### src/rtl/csa_serial_sequencer.sv
// Serial wide adder: one 4-bit carry-select slice is stepped across the operands, one nibble per clock.
// Optional signed-overflow output V is enabled by defining CSA_SEQ_OVF_EN.

module csa4 (
    input  logic [3:0] a,
    input  logic [3:0] b,
    input  logic       cin,
    output logic [3:0] s,
    output logic       cout
);
    logic [4:0] sum_c0;
    logic [4:0] sum_c1;

    // Both carry-in cases are precomputed, and the real carry only drives the final select.
    assign sum_c0      = {1'b0, a} + {1'b0, b};
    assign sum_c1      = {1'b0, a} + {1'b0, b} + 5'd1;
    assign {cout, s}   = cin ? sum_c1 : sum_c0;
endmodule

module csa_serial_sequencer #(
    parameter int NIBBLES = 4
) (
    input  logic                 clk,
    input  logic                 rst,
    input  logic                 start,
    input  logic [4*NIBBLES-1:0] A,
    input  logic [4*NIBBLES-1:0] B,
    input  logic                 Cin,
    output logic                 ready,
    output logic                 done,
    output logic [4*NIBBLES-1:0] S,
    output logic                 Cout
`ifdef CSA_SEQ_OVF_EN
    ,output logic                V
`endif
);
    localparam int W    = 4 * NIBBLES;
    localparam int IDXW = (NIBBLES > 1) ? $clog2(NIBBLES) : 1;
    localparam logic [IDXW-1:0] LAST_IDX = IDXW'(NIBBLES - 1);

    typedef enum logic [1:0] {IDLE, RUN, DONE} state_t;

    state_t          state_q, state_d;
    logic [W-1:0]    opa_q, opa_d;
    logic [W-1:0]    opb_q, opb_d;
    logic [W-1:0]    s_q, s_d;
    logic            carry_q, carry_d;
    logic            cout_q, cout_d;
    logic [IDXW-1:0] idx_q, idx_d;
`ifdef CSA_SEQ_OVF_EN
    logic            v_q, v_d;
`endif

    logic [3:0] nib_a, nib_b, slice_s;
    logic       slice_cout;

    assign nib_a = opa_q[4*idx_q +: 4];
    assign nib_b = opb_q[4*idx_q +: 4];

    csa4 u_csa4 (
        .a    (nib_a),
        .b    (nib_b),
        .cin  (carry_q),
        .s    (slice_s),
        .cout (slice_cout)
    );

    always_comb begin
        // NOTE: every _d takes its _q value first, so no path through this block can infer a latch.
        state_d = state_q;
        opa_d   = opa_q;
        opb_d   = opb_q;
        s_d     = s_q;
        carry_d = carry_q;
        cout_d  = cout_q;
        idx_d   = idx_q;
`ifdef CSA_SEQ_OVF_EN
        v_d     = v_q;
`endif
        unique case (state_q)
            IDLE: begin
                if (start) begin
                    opa_d   = A;
                    opb_d   = B;
                    carry_d = Cin;
                    idx_d   = '0;
                    state_d = RUN;
                end
            end
            RUN: begin
                s_d[4*idx_q +: 4] = slice_s;
                carry_d           = slice_cout;
                if (idx_q == LAST_IDX) begin
                    cout_d  = slice_cout;
`ifdef CSA_SEQ_OVF_EN
                    // Carry into the MSB is recovered from the top bit's sum and its operand bits.
                    v_d     = (nib_a[3] ^ nib_b[3] ^ slice_s[3]) ^ slice_cout;
`endif
                    state_d = DONE;
                end else begin
                    idx_d = idx_q + 1'b1;
                end
            end
            DONE:    state_d = IDLE;
            default: state_d = IDLE;
        endcase
    end

    always_ff @(posedge clk) begin
        // NOTE: sequential state uses non-blocking assignments so every flop samples pre-edge values.
        if (rst) begin
            state_q <= IDLE;
            opa_q   <= '0;
            opb_q   <= '0;
            s_q     <= '0;
            carry_q <= 1'b0;
            cout_q  <= 1'b0;
            idx_q   <= '0;
`ifdef CSA_SEQ_OVF_EN
            v_q     <= 1'b0;
`endif
        end else begin
            state_q <= state_d;
            opa_q   <= opa_d;
            opb_q   <= opb_d;
            s_q     <= s_d;
            carry_q <= carry_d;
            cout_q  <= cout_d;
            idx_q   <= idx_d;
`ifdef CSA_SEQ_OVF_EN
            v_q     <= v_d;
`endif
        end
    end

    assign ready = (state_q == IDLE) && !rst;
    assign done  = (state_q == DONE);
    assign S     = s_q;
    assign Cout  = cout_q;
`ifdef CSA_SEQ_OVF_EN
    assign V     = v_q;
`endif

endmodule

### config.mk
export PLATFORM = sky130hd
export DESIGN_NAME = csa_serial_sequencer
export DESIGN_NICKNAME = d
export VERILOG_FILES = /design/src/rtl/csa_serial_sequencer.sv
export SDC_FILE = /design/constraint.sdc
export NUM_CORES = 1
export LEC_CHECK = 0
export BUFFER_PORTS_ARGS = -buffer_cell sky130_fd_sc_hd__buf_2
export CAP_MARGIN = 10
export CORE_MARGIN = 1.5
export CORE_UTILIZATION = 25
export CTS_BUF_LIST = sky130_fd_sc_hd__clkbuf_8
export CTS_CLUSTER_DIAMETER = 40
export DETAILED_ROUTE_END_ITERATION = 8
export PLACE_DENSITY = 0.42
export REMOVE_ABC_BUFFERS = 1
export SYNTH_ARGS = -nofsm -noshare
export SYNTH_HDL_FRONTEND = slang
export SYNTH_HIERARCHICAL = 1
export SYNTH_SLANG_ARGS = --single-unit
### constraint.sdc
create_clock -name clk -period 4.1 [get_ports clk]
set_input_delay 0.615 -clock clk [delete_from_list [all_inputs] [get_ports clk]]
set_output_delay 0.615 -clock clk [all_outputs]
set_load 0.02 [all_outputs]
==> impl_metrics.tcl <==
set metrics [dict create \
    min_period_over_period_pct 81.2 \
    worst_path_most_repeated_cell "sky130_fd_sc_hd__inv_1" \
    critPathLaunchType "flop" \
    n_fill_cell 1077 \
    cts_max_level 2 \
    placement_rows 36 \
    synth_flop_cell "sky130_fd_sc_hd__dfxtp_1" \
    yosys.area.top_type "sky130_fd_sc_hd__dfxtp_1" \
    avgSynthCellArea_um2 9.00 \
    track_usage_pct 11.5 \
    clock_insertion_delay_worst_skew_ns 0.31 \
    cellPowerDensity_mw_per_mm2 344 \
    top_level_ports 55 \
    worst_path_dominant_cell_family "adder cells" \
    cells_after_synthesis 284 \
    drive_gt1_share_pct 23.8 \
    first_global_vias 2047 \
    cp_data_required_time_ns 4.30 \
    netlist.area_leader.share_pct 42.3 \
    tns_ns 0 \
    yosysWarnings 6 \
    post-cts-setup-buffer-count 0 \
    worst-path-buf-inv 3 \
    drt_pre_antenna_iters 4 \
    die-area_mm2 0.0108 \
    post_cts_resized 0 \
    setup-violations-final 0 \
    synth.top_cells.by_area "sky130_fd_sc_hd__dfxtp_1, sky130_fd_sc_hd__nand2_1, sky130_fd_sc_hd__mux4_2" \
    result_of_the_run "complete, no violations" \
    ctsLongestPathBuffers 2 \
    clock.fmax_mhz 300 \
    port_buffers 54 \
    clkTransAtPathRegs_ns 0.10 \
    number_of_flops_mapped_to_enable_cells_by_yosys 0 \
    cts_tree "yes" \
    design.final.nets 379 \
    ys_seq_area_share_pct 42.3 \
    ir_drop_v 0.000141 \
    timing.critical_path.arrival_ns 3.53 \
    ctsHoldBuffers 0 \
    detailedRoute.firstIterationViolations 71 \
    multiInputGateArea_mm2 0.00129 \
    grt_setup_unrepaired "false" \
    timing_worst_slew_pin_value_ns 0.703 \
    grt_max_degree 37 \
    drv.max_cap_violation_count 0 \
    finClkSkew_ns 0.0103 \
    end_kind "flop" \
    worstSetupPathType "reg2reg" \
    die_w_um 104 \
    critical_path_maximum_fanout 7 \
    route.vias.total 2096 \
    areaGrowthSynthToFinish_pct 17.3 \
    min_period_ns 3.33 \
    sink_count 54 \
    drt_drc_violations_left 0 \
    critical_path.cell_chain "mux4_2 > ha_1 > inv_1 > fa_1 > inv_1 > ha_1 > nand2_1 > or4_1 > a2bb2oi_1 > nand3_1 > inv_1 > a2111oi_1" \
    p_leak_nw 1.20 \
    cts_made_buffers 5 \
    avgViaCountPerCell 4.51 \
    drt-total-wl_mm 5.88 \
    final-instance-count-excl-fill 465 \
    initial_utilization_pct 25.9 \
    final-seq-area_mm2 0.00108 \
    route.antenna.remaining_nets 0 \
    yosysUniqueCellTypes 40 \
    finalHoldViolations 0 \
    number_of_antenna_violations_at_the_first_check_in_global_routing 0 \
    antenna_cells 0 \
    share_of_flip_flops_with_an_asynchronous_set_or_reset_after_synthesis_pct 0 \
    dp_worst_setup_slack_ns 0.732 \
    post_synth_design_cell_area_mm2 0.00256 \
    final_max_slew_viol_count 0 \
    root_buffer "sky130_fd_sc_hd__clkbuf_8" \
    core_area_mm2 0.00986 \
    dp.final_hpwl_mm 4.23 \
    floorplan.die.height_um 104 \
    hold_class "reg2reg" \
    post-place-cells 457 \
    routabilityCongestion 0.699 \
    total_power_mw 1.03 \
    grt_overflow 0 \
    detail_route.wl_per_cell_um 12.6 \
    synth-seq-cells 54 \
    finalWorstSetupSlack_ns 0.772 \
    grt_pass1_wl_mm 10.1 \
    crit_path_slowest_cell "sky130_fd_sc_hd__dfxtp_1" \
    timing.critical_path.slowest_cell_delay_ns 0.58 \
    worst_slew_margin_rel_pct 53.1 \
]
==> metal layers <==
layer  wire length (um)  global-route usage [%]
met3                229                    2.57
met2               2550                    17.7
met1               2990                    15.8
met4                112                    4.17
met5                  0                       0
==> Yosys cell counts, drive strengths merged, types with 2 or more instances <==
master / count
a2111oi: 2
a21oi: 36
a32oi: 4
and3b: 3
buf: 10
clkbuf: 8
dfxtp: 54
ha: 11
inv: 20
mux4: 8
nand2: 69
nand2b: 4
nand3: 3
nand3b: 3
nand4: 2
nand4b: 2
nor2: 8
nor2b: 2
nor3: 3
o21a: 2
o21ai: 2
o32ai: 12
or3b: 2
xnor2: 2
xor2: 3
==> sequential cells by signal, summed over array words and instances (netlist names) <==
register  count
Cout          1
opa_q        16
state_q       2
carry_q       1
opb_q        16
S            16
idx_q         2
==> tightest hold or removal path: cells and delay by family, from the launching register on <==
kind | cells | cell delay [ns]
flip-flops | 1 | 0.32
AO/OA/AOI/OAI | 1 | 0.05
AND/OR/NAND/NOR | 1 | 0.05
==> power breakdown <==
part / switching (mW) / leakage (nW) / total (mW) / internal [mW]
clock network: 0.174 / 0.0493 / 0.293 / 0.119
registers: 0.0195 / 0.441 / 0.568 / 0.549
logic: 0.0991 / 0.707 / 0.172 / 0.0726
total: 0.293 / 1.20 / 1.03 / 0.740
==> through the flow <==
step / utilization [%] / hold WS [ns] / area (um2)
finish: 30.4 / 0.458 / 3000
global route: 30.4 / 0.475 / 3000
CTS: 30.4 / 0.461 / 3000
detailed placement: 29.5 / 0.447 / 2910
global placement: 29.5 / 0.446 / 2910
floorplan: - / 0.427 / 2440
==> worst paths after layout <==
check	from	end	slack (ns)	cells after the start
worst min-delay path	opb_q[7]	opb_q[7]	0.46	2
worst max register to register	idx_q[0]	carry_q	0.77	12
worst max-delay path	idx_q[0]	carry_q	0.77	12
worst min register to register	opb_q[7]	opb_q[7]	0.46	2
==> kinds of logic (layout without fill, tap and decap cells) <==
kind of cell             after synthesis  in the layout  synth area share (%)
AO/OA/AOI/OAI                         62             62                  15.8
XOR/XNOR                               5              5                  1.71
adder cells (fa/ha/maj)               12             12                  6.17
buffers and inverters                 38             86                  7.49
flip-flops                            54             54                  42.3
multiplexers                           8              8                  7.05
AND/OR/NAND/NOR                      105            105                  19.5
==> cells in the final DEF (no fill, tap or decap), types with 3 or more instances in the layout <==
| cell | Yosys | layout |
|---|---|---|
| sky130_fd_sc_hd__nand2_1 | 69 | 69 |
| sky130_fd_sc_hd__dfxtp_1 | 54 | 54 |
| sky130_fd_sc_hd__buf_2 | 3 | 54 |
| sky130_fd_sc_hd__a21oi_1 | 35 | 35 |
| sky130_fd_sc_hd__inv_1 | 20 | 21 |
| sky130_fd_sc_hd__o32ai_1 | 12 | 12 |
| sky130_fd_sc_hd__ha_1 | 11 | 11 |
| sky130_fd_sc_hd__mux4_2 | 8 | 8 |
| sky130_fd_sc_hd__nor2_1 | 8 | 8 |
| sky130_fd_sc_hd__clkbuf_8 | 0 | 5 |
| sky130_fd_sc_hd__a32oi_1 | 4 | 4 |
| sky130_fd_sc_hd__nand2b_1 | 4 | 4 |
| sky130_fd_sc_hd__buf_4 | 2 | 4 |
| sky130_fd_sc_hd__nor3_1 | 3 | 3 |
| sky130_fd_sc_hd__nand3b_1 | 3 | 3 |
| sky130_fd_sc_hd__and3b_1 | 3 | 3 |
| sky130_fd_sc_hd__nand3_1 | 3 | 3 |
| sky130_fd_sc_hd__xor2_1 | 3 | 3 |
==> layout make-up <==
type / count / area share (%)
inverter: 20 / 2.50
clock inverter: 3 / 0.584
sequential: 54 / 36.0
multi-input combinational: 192 / 43.0
clock buffer: 5 / 2.29
tap: 133 / 5.55
timing repair buffer: 58 / 10.0
(Power assumes the default switching activity.)
